--- config.mk ---
export PLATFORM = sky130hd
export DESIGN_NAME = alu_arbiter_flat
export DESIGN_NICKNAME = d
export VERILOG_FILES = /design/src/rtl/alu_arbiter_if.sv /design/src/rtl/alu_arbiter.sv /design/src/flat_wrapper.sv
export SDC_FILE = /design/constraint.sdc
export NUM_CORES = 1
export LEC_CHECK = 0
export ABC_AREA = 1
export CAP_MARGIN = 5
export CORE_ASPECT_RATIO = 0.75
export CORE_UTILIZATION = 40
export CTS_CLUSTER_SIZE = 12
export DETAILED_ROUTE_END_ITERATION = 16
export PLACE_DENSITY = 0.86
export SLEW_MARGIN = 20
export SYNTH_ARGS = -nofsm -noshare
export SYNTH_HDL_FRONTEND = slang
export SYNTH_SLANG_ARGS = --single-unit
export TNS_END_PERCENT = 30
--- constraint.sdc ---
create_clock -name clk -period 2.5 [get_ports clk]
set_clock_uncertainty 0.2 [all_clocks]
set_input_delay 0.5 -clock clk [delete_from_list [all_inputs] [get_ports clk]]
set_output_delay 0.5 -clock clk [all_outputs]
set_load 0.1 [all_outputs]
--- src/rtl/alu_arbiter_if.sv ---
// rtl/alu_arbiter_if.sv - request/response/ALU signal bundle for alu_arbiter
//
// Groups every non-clock, non-reset signal of alu_arbiter.
//   req0_*/req1_*   : request handshakes with operands and ALUControl code
//   rsp0_*/rsp1_*   : per-port response handshakes
//   rsp_result/flags/err : shared registered response payload
//   alu_*           : connection to the shared combinational ALU
// Modports:
//   slave  : the arbiter side
//   master : the requesters plus ALU side
interface alu_arbiter_if #(
    parameter int WIDTH = 32
);
    logic             req0_valid;
    logic             req0_ready;
    logic [WIDTH-1:0] req0_a;
    logic [WIDTH-1:0] req0_b;
    logic [2:0]       req0_op;

    logic             req1_valid;
    logic             req1_ready;
    logic [WIDTH-1:0] req1_a;
    logic [WIDTH-1:0] req1_b;
    logic [2:0]       req1_op;

    logic             rsp0_valid;
    logic             rsp0_ready;
    logic             rsp1_valid;
    logic             rsp1_ready;
    logic [WIDTH-1:0] rsp_result;
    logic [3:0]       rsp_flags;
    logic             rsp_err;

    logic [WIDTH-1:0] alu_a;
    logic [WIDTH-1:0] alu_b;
    logic [2:0]       alu_ctrl;
    logic [WIDTH-1:0] alu_result;
    logic             alu_carry;
    logic             alu_zero;
    logic             alu_negative;
    logic             alu_overflow;

    modport slave (
        input  req0_valid, req0_a, req0_b, req0_op,
        input  req1_valid, req1_a, req1_b, req1_op,
        input  rsp0_ready, rsp1_ready,
        input  alu_result, alu_carry, alu_zero, alu_negative, alu_overflow,
        output req0_ready, req1_ready,
        output rsp0_valid, rsp1_valid, rsp_result, rsp_flags, rsp_err,
        output alu_a, alu_b, alu_ctrl
    );

    modport master (
        output req0_valid, req0_a, req0_b, req0_op,
        output req1_valid, req1_a, req1_b, req1_op,
        output rsp0_ready, rsp1_ready,
        output alu_result, alu_carry, alu_zero, alu_negative, alu_overflow,
        input  req0_ready, req1_ready,
        input  rsp0_valid, rsp1_valid, rsp_result, rsp_flags, rsp_err,
        input  alu_a, alu_b, alu_ctrl
    );
endinterface

--- src/rtl/alu_arbiter.sv ---
// rtl/alu_arbiter.sv - round-robin arbiter sharing one combinational ALU between two ports
//
// Ports:
//   clk : system clock, all state changes on the rising edge
//   rst : synchronous active-high reset
//   bus : alu_arbiter_if.slave (requests, responses, ALU connection)
// Parameters:
//   WIDTH : operand/result width, must match the ALU instance
// Optional feature macro: ALU_ARB_OPCHECK_EN
//   When defined, opcodes 100/110/111 are rejected at the handshake and
//   answered directly with rsp_err=1 and a zero payload; the ALU inputs are
//   left untouched. When undefined every code is executed and rsp_err is 0.
module alu_arbiter #(
    parameter int WIDTH = 32
) (
    input logic         clk,
    input logic         rst,
    alu_arbiter_if.slave bus
);
    typedef enum logic [1:0] {IDLE, EXEC, RESP} state_t;

    state_t           state;
    state_t           next_state;
    logic             last_grant;
    logic             owner;
    logic             grant;
    logic             accept;
    logic             op_legal;
    logic [WIDTH-1:0] sel_a;
    logic [WIDTH-1:0] sel_b;
    logic [2:0]       sel_op;
    logic [WIDTH-1:0] opnd_a;
    logic [WIDTH-1:0] opnd_b;
    logic [2:0]       opnd_op;
    logic [WIDTH-1:0] result_q;
    logic [3:0]       flags_q;
    logic             req0_ready;
    logic             req1_ready;
    logic             rsp0_valid;
    logic             rsp1_valid;

    // Grant: a lone valid port wins; on contention the port not served last wins.
    always_comb begin
        grant = 1'b0;
        if (bus.req0_valid && bus.req1_valid) begin
            grant = ~last_grant;
        end else if (bus.req1_valid) begin
            grant = 1'b1;
        end
        sel_a  = grant ? bus.req1_a  : bus.req0_a;
        sel_b  = grant ? bus.req1_b  : bus.req0_b;
        sel_op = grant ? bus.req1_op : bus.req0_op;
        accept = (state == IDLE) && (grant ? bus.req1_valid : bus.req0_valid);
    end

`ifdef ALU_ARB_OPCHECK_EN
    assign op_legal = (sel_op != 3'b100) && (sel_op != 3'b110) && (sel_op != 3'b111);
`else
    assign op_legal = 1'b1;
`endif

    always_ff @(posedge clk) begin
        if (rst) begin
            state <= IDLE;
        end else begin
            state <= next_state;
        end
    end

    always_comb begin
        next_state = state;
        req0_ready = 1'b0;
        req1_ready = 1'b0;
        rsp0_valid = 1'b0;
        rsp1_valid = 1'b0;
        case (state)
            IDLE: begin
                req0_ready = accept && !grant;
                req1_ready = accept && grant;
                if (accept) begin
                    // Rejected opcodes have nothing to compute, so skip EXEC.
                    next_state = op_legal ? EXEC : RESP;
                end
            end
            EXEC: begin
                next_state = RESP;
            end
            RESP: begin
                rsp0_valid = !owner;
                rsp1_valid = owner;
                if (owner ? bus.rsp1_ready : bus.rsp0_ready) begin
                    next_state = IDLE;
                end
            end
            default: begin
                next_state = IDLE;
            end
        endcase
    end

    // Operand registers only change on an accepted legal request, so the ALU
    // inputs stay quiet while idle and through rejected requests.
    always_ff @(posedge clk) begin
        if (rst) begin
            last_grant <= 1'b1;
            owner      <= 1'b0;
            opnd_a     <= '0;
            opnd_b     <= '0;
            opnd_op    <= 3'b000;
            result_q   <= '0;
            flags_q    <= 4'b0000;
        end else begin
            if (accept) begin
                last_grant <= grant;
                owner      <= grant;
                if (op_legal) begin
                    opnd_a  <= sel_a;
                    opnd_b  <= sel_b;
                    opnd_op <= sel_op;
                end else begin
                    result_q <= '0;
                    flags_q  <= 4'b0000;
                end
            end
            if (state == EXEC) begin
                result_q <= bus.alu_result;
                flags_q  <= {bus.alu_negative, bus.alu_zero, bus.alu_carry, bus.alu_overflow};
            end
        end
    end

`ifdef ALU_ARB_OPCHECK_EN
    logic err_q;

    always_ff @(posedge clk) begin
        if (rst) begin
            err_q <= 1'b0;
        end else if (accept) begin
            err_q <= !op_legal;
        end
    end

    assign bus.rsp_err = err_q;
`else
    assign bus.rsp_err = 1'b0;
`endif

    assign bus.req0_ready = req0_ready;
    assign bus.req1_ready = req1_ready;
    assign bus.rsp0_valid = rsp0_valid;
    assign bus.rsp1_valid = rsp1_valid;
    assign bus.rsp_result = result_q;
    assign bus.rsp_flags  = flags_q;
    assign bus.alu_a      = opnd_a;
    assign bus.alu_b      = opnd_b;
    assign bus.alu_ctrl   = opnd_op;
endmodule

--- src/flat_wrapper.sv ---
// flat-port wrapper written by rule: the top's interface ports become plain ports
module alu_arbiter_flat 
#(
    parameter int WIDTH = 32
)
  (clk, rst, bus_req0_valid, bus_req0_a, bus_req0_b, bus_req0_op, bus_req1_valid, bus_req1_a, bus_req1_b, bus_req1_op, bus_rsp0_ready, bus_rsp1_ready, bus_alu_result, bus_alu_carry, bus_alu_zero, bus_alu_negative, bus_alu_overflow, bus_req0_ready, bus_req1_ready, bus_rsp0_valid, bus_rsp1_valid, bus_rsp_result, bus_rsp_flags, bus_rsp_err, bus_alu_a, bus_alu_b, bus_alu_ctrl);
  alu_arbiter_if #(.WIDTH(WIDTH)) bus_i ();
  input logic clk;
  input logic rst;
  input wire logic [$bits(bus_i.req0_valid)-1:0] bus_req0_valid;
  input wire logic [$bits(bus_i.req0_a)-1:0] bus_req0_a;
  input wire logic [$bits(bus_i.req0_b)-1:0] bus_req0_b;
  input wire logic [$bits(bus_i.req0_op)-1:0] bus_req0_op;
  input wire logic [$bits(bus_i.req1_valid)-1:0] bus_req1_valid;
  input wire logic [$bits(bus_i.req1_a)-1:0] bus_req1_a;
  input wire logic [$bits(bus_i.req1_b)-1:0] bus_req1_b;
  input wire logic [$bits(bus_i.req1_op)-1:0] bus_req1_op;
  input wire logic [$bits(bus_i.rsp0_ready)-1:0] bus_rsp0_ready;
  input wire logic [$bits(bus_i.rsp1_ready)-1:0] bus_rsp1_ready;
  input wire logic [$bits(bus_i.alu_result)-1:0] bus_alu_result;
  input wire logic [$bits(bus_i.alu_carry)-1:0] bus_alu_carry;
  input wire logic [$bits(bus_i.alu_zero)-1:0] bus_alu_zero;
  input wire logic [$bits(bus_i.alu_negative)-1:0] bus_alu_negative;
  input wire logic [$bits(bus_i.alu_overflow)-1:0] bus_alu_overflow;
  output wire logic [$bits(bus_i.req0_ready)-1:0] bus_req0_ready;
  output wire logic [$bits(bus_i.req1_ready)-1:0] bus_req1_ready;
  output wire logic [$bits(bus_i.rsp0_valid)-1:0] bus_rsp0_valid;
  output wire logic [$bits(bus_i.rsp1_valid)-1:0] bus_rsp1_valid;
  output wire logic [$bits(bus_i.rsp_result)-1:0] bus_rsp_result;
  output wire logic [$bits(bus_i.rsp_flags)-1:0] bus_rsp_flags;
  output wire logic [$bits(bus_i.rsp_err)-1:0] bus_rsp_err;
  output wire logic [$bits(bus_i.alu_a)-1:0] bus_alu_a;
  output wire logic [$bits(bus_i.alu_b)-1:0] bus_alu_b;
  output wire logic [$bits(bus_i.alu_ctrl)-1:0] bus_alu_ctrl;
  assign bus_i.req0_valid = bus_req0_valid;
  assign bus_i.req0_a = bus_req0_a;
  assign bus_i.req0_b = bus_req0_b;
  assign bus_i.req0_op = bus_req0_op;
  assign bus_i.req1_valid = bus_req1_valid;
  assign bus_i.req1_a = bus_req1_a;
  assign bus_i.req1_b = bus_req1_b;
  assign bus_i.req1_op = bus_req1_op;
  assign bus_i.rsp0_ready = bus_rsp0_ready;
  assign bus_i.rsp1_ready = bus_rsp1_ready;
  assign bus_i.alu_result = bus_alu_result;
  assign bus_i.alu_carry = bus_alu_carry;
  assign bus_i.alu_zero = bus_alu_zero;
  assign bus_i.alu_negative = bus_alu_negative;
  assign bus_i.alu_overflow = bus_alu_overflow;
  assign bus_req0_ready = bus_i.req0_ready;
  assign bus_req1_ready = bus_i.req1_ready;
  assign bus_rsp0_valid = bus_i.rsp0_valid;
  assign bus_rsp1_valid = bus_i.rsp1_valid;
  assign bus_rsp_result = bus_i.rsp_result;
  assign bus_rsp_flags = bus_i.rsp_flags;
  assign bus_rsp_err = bus_i.rsp_err;
  assign bus_alu_a = bus_i.alu_a;
  assign bus_alu_b = bus_i.alu_b;
  assign bus_alu_ctrl = bus_i.alu_ctrl;
  alu_arbiter #(.WIDTH(WIDTH)) u_core (.clk(clk), .rst(rst), .bus(bus_i));
endmodule
**After elaboration in Yosys (flattened, before gate mapping)**

Cells that the tools add are included.
Widths: inputs -> output; s select.

- Memories kept: 0
- Logic and storage cells: 35
- Register bits: 107
- Bits in latches: 0
- Bits in writable memories: 0
- Memory bits (read-only): 0
- Bits of input ports: 176

- Multiply operators: 0
- Shifts and indexed selects: 0
- Magnitude comparators: 0
- Reductions and logical operators: 8
- Divide/modulo/power cells: 0
- Equality and inequality tests: 4
- Bitwise gates (word level): 1
- $add $sub $neg: 0
- Multiplexer cells: 14

Operator list:

| kind | count |
|---|---|
| $mux 32 | 2 |
| $mux 1 | 8 |
| $pmux 2 s3 | 1 |
| $logic_and 1x1->1 | 4 |
| $mux 2 | 2 |
| $ne 2x1->1 const B | 2 |
| $mux 3 | 1 |
| $eq 2x1->1 const B | 1 |
| $eq 2x2->1 const B | 1 |
| $logic_not 1->1 | 2 |
| $logic_not 2->1 | 1 |
| $reduce_and 2->1 | 1 |
| $not 1->1 | 1 |

**Longest topological paths before layout**

- Depth in word-level cells: 6
- Depth in mapped cells: 8
- Gate-level depth less buffers: 6

**Worst setup path before layout**

Ideal clock, no wire load.

- Kind: input to output
- From: input bus_req1_valid
- To: output bus_req0_ready
- Setup slack: -0.537 ns
- Buffers on the path: 3
- Arrival: 2.337 ns
- Stages on the path: 6
- Data required time: 1.800 ns
- Cell sequence: buf_2 > nand2_1 > buf_6 > buf_6 > inv_1 > nor2_1

- Longest elaborated chain between the ends: 6
- Elaborated cells on any way between the ends: 8
- Classes of those cells: 4 x mux; 4 x reduce/logical

Ends and longest elaborated chain:

| element | line | source |
|---|---|---|
| start, declared | flat_wrapper.sv:14 | `input wire logic [$bits(bus_i.req1_valid)-1:0] bus_req1_valid;` |
| $mux 1 / $logic_and 1x1->1 (equally long branches) | alu_arbiter.sv:47, alu_arbiter.sv:45 |  |
| $mux 1 | alu_arbiter.sv:45 | `if (bus.req0_valid && bus.req1_valid) begin` |
| $mux 1 | alu_arbiter.sv:53 | `accept = (state == IDLE) && (grant ? bus.req1_valid : bus.req0_valid);` |
| $logic_and 1x1->1 | alu_arbiter.sv:53 |  |
| $logic_and 1x1->1 * | alu_arbiter.sv:78 | `req0_ready = accept && !grant;` |
| $mux 1 * | alu_arbiter.sv:76 | `case (state)` |
| end, declared | flat_wrapper.sv:25 | `output wire logic [$bits(bus_i.req0_ready)-1:0] bus_req0_ready;` |

Mark *: on every way between the ends. The rest lies on a longest branch, timed or not.

**Worst setup path after layout**

- From: input bus_req0_valid
- To: output bus_req1_ready

- Longest elaborated chain between the ends: 6

Ends and longest elaborated chain:

| element | line | source |
|---|---|---|
| start, declared | flat_wrapper.sv:10 | `input wire logic [$bits(bus_i.req0_valid)-1:0] bus_req0_valid;` |
| $logic_and 1x1->1 | alu_arbiter.sv:45 |  |
| $mux 1 | alu_arbiter.sv:45 |  |
| $mux 1 | alu_arbiter.sv:53 |  |
| $logic_and 1x1->1 | alu_arbiter.sv:53 |  |
| $logic_and 1x1->1 * | alu_arbiter.sv:79 | `req1_ready = accept && grant;` |
| $mux 1 * | alu_arbiter.sv:76 |  |
| end, declared | flat_wrapper.sv:26 | `output wire logic [$bits(bus_i.req1_ready)-1:0] bus_req1_ready;` |

Marks and branches as above.

==> impl_summary.txt <==
----------------------------------------------------
[Die]
  Placement row count ... 33
  Vertical extent of the die ... 95.6 um
  Area of the core region ... 11100 um2
  Initial Utilization ... 0.419
  Floorplan die area ... 12100 um2
  Die X-Extent ... 127 um
  Num ports ... 284

[Run]
  Maximum capacitance violations ... 0

[Timing]
  Pin slew with the least headroom to its limit ... 532 ps
  Worst slew margin ... 0.646
  Final min period ... 2390 ps
  Max-slew violation count ... 0
  Setup_tns ... 0 ps
  RSZ-0062 raised after global routing ... false
  Maximum frequency from static timing analysis ... 0.419 GHz
  Post-route clock period utilization ... 0.956
  Number of failing hold endpoints at the final stage ... 0
  Final setup viols ... 0

[Run status]
  Run status ... finished, final reports clean

[Detailed routing]
  Iter 0 DRT Violations ... 262
  Number of DRC violations after detailed routing ... 0
  Vias ... 5279
  DR vias/cell ... 4.82
  Routed Antenna Nets ... 0
  Final routed wire length divided by cell count ... 13.8 um
  Overall routed net length ... 15.2 mm
  Total iterations of the first detailed-routing run ... 4

[Logic synthesis]
  Number of flops mapped to enable cells by yosys ... 0
  Library cells used by synthesis ... 17
  Count of warnings emitted by yosys ... 0
  Post-Syn Nets ... 876
  Sequential share of the synthesized area ... 0.458
  Main synth FF type ... dfxtp_1
  Share of async-settable or async-resettable flops after synthesis ... 0
  Netlist area before placement ... 4670 um2
  Synth Register Bits ... 107
  Average footprint of a synthesized cell ... 6.67 um2
  Number of standard cells after synthesis ... 700

[Place]
  Number of buffers added on ports ... 282
  Placed Area ... 7310 um2
  Post-detail-place hpwl ... 10.8 mm
  Final estimated routing congestion in global placement ... 0.808

[Clock tree]
  Number of levels in the clock H-tree ... 3
  Post-CTS setup buffers ... 0
  Buffer type at the clock tree root ... clkbuf_16
  Clock tree from TritonCTS ... built
  Number of clock sinks ... 107
  Number of clock buffers inserted by TritonCTS ... 9
  Post-cts resize count ... 0
  Clock insertion delay at the later pin of the skew report ... 330 ps
  Hold-fix buffers, CTS ... 0
  Clk buf depth ... 2
  Worst-path clk slew ... 70 ps

[GRT]
  Initial antenna violation count ... 0
  Global-route wire length before repair ... 23.6 mm
  Overall overflow remaining after global route ... 0
  Pin count of the biggest net entering global routing ... 68
  Tot GR Track Use ... 0.245
  Vias in the first global route ... 4905

[Setup path]
  Sequence of cells on the critical path ... clkdlybuf4s50_1 > nand2_2 > nand2_2 > inv_1 > nand2_1 > inv_1 > buf_12
  Type of origin of the critical path ... input port
  Critical path required time ... 1800 ps
  Data arrival time of the critical path ... 1690 ps
  Slowest stage cell, crit path ... clkdlybuf4s50_1
  Slowest cell delay on critical path ... 460 ps
  Worst setup path category ... input port to primary output
  Critical Path Fanout Max ... 3
  Worst setup EP type ... primary output

[Worst hold path]
  Hold Path Class ... input port to flip-flop

[Power and ir drop]
  Power density over the cells ... 762 nW/um2
  Pleak ... 3.46 nW
  Worst IR Drop VDD ... 446 uV

[Cells and area]
  Number of antenna repair diodes ... 0
  Final core utilization ... 0.683
  Filler instances ... 995
  Final #Nets ... 1127
  Area grow syn2layout ... 62.9%
  Final standard cell area without fillers ... 7610 um2
  Fraction of layout instances using a drive strength above 1 ... 0.151

----------------------------------------------------
[cell usage in the layout, fill, tap and decap left out]
master             n
nand3_1           69
inv_2              2
nor2_2             1
inv_6              3
conb_1             1
o21ai_0           36
nor2_1            76
bufinv_16          1
dfxtp_1          107
nand2_1          274
clkdlybuf4s50_1  173
nor2_4             1
nand2_2            2
clkinv_2           1
buf_2              2
a21oi_1           69
clkinv_1           1
clkbuf_16          9
clkinv_4           1
buf_4            113
o21ai_4            1
clkbuf_1           1
buf_12             7
inv_1              5
[routing by layer]
metal	wire length, um	vias up	part of all wire	GRT usage
met4	287	0	0.019	0.0724
met5	0	-	0	0
met2	7360	192	0.48	0.446
met3	1160	24	0.077	0.0763
li1	-	2726	-	-
met1	6370	2337	0.42	0.278
[synthesized netlist by cell type, types with 2 or more instances]
cell / number / area (um2)
buf_6: 3 / 33.8
buf_4: 5 / 37.5
nand3_1: 69 / 345
dfxtp_1: 107 / 2140
o21ai_0: 36 / 180
buf_2: 24 / 120
nor2_1: 77 / 289
buf_1: 2 / 7.51
a21oi_1: 69 / 345
inv_1: 5 / 18.8
nand2_1: 276 / 1040
clkbuf_1: 21 / 78.8
inv_2: 2 / 7.51
[cells by family (layout without fill, tap and decap cells)]
group,count (synthesis),in the layout,share of synthesized area
AOI/OAI and AO/OA,106,106,0.116
and+or+nand+nor,423,423,0.359
buffers and inverters,63,319,0.0659
DFF,107,107,0.458
other,1,1,0.000803
[metrics by stage]
step	instances	total power, mW	setup WS [ps]	hold slack, ps
global placement	1080	4.41	128	252
detailed placement	1080	4.43	102	256
finish	1096	5.80	111	223
global route	1096	6.05	47.1	227
CTS	1096	5.85	100	221
floorplan	700	3.73	-11.8	229
[report_power, final]
part / total (mW) / internal [mW] / switching, mW
registers: 1.96 / 1.87 / 0.0869
logic: 2.43 / 0.666 / 1.76
clock network: 1.41 / 0.789 / 0.624
total: 5.80 / 3.33 / 2.47
[flip-flops by register name, summed over array words and instances, names as in the netlist]
signal / count
u_core.bus.alu_ctrl: 3
u_core.state: 2
u_core.owner: 1
u_core.bus.rsp_flags: 4
u_core.last_grant: 1
u_core.bus.alu_b: 32
u_core.bus.alu_a: 32
u_core.bus.rsp_result: 32
[critical path, delay by kind of cell]
kind                   cells  cell delay, ps
and+or+nand+nor            3             320
buffers and inverters      4             870
[final cells by class]
type	instances	area [um2]	area share
well taps	140	175	0.0230
clock buffers	10	229	0.0301
clock inverters	6	70.1	0.00921
multi-input cells	530	2230	0.294
repair buffers	295	2730	0.359
flip-flops and latches	107	2140	0.281
inverters	8	30.0	0.00395
[path summary, 6_finish.rpt]
kind,from,end,slack (ps),cells after the start
worst min-delay path,rst,u_core.last_grant,220,3
worst max register to register,u_core.state[1],u_core.bus.alu_b[24],890,6
worst min register to register,u_core.bus.alu_b[12],u_core.bus.alu_b[12],270,2
worst max-delay path,bus_req0_valid,bus_req1_ready,110,7
Power figures use the tool's default switching activity.
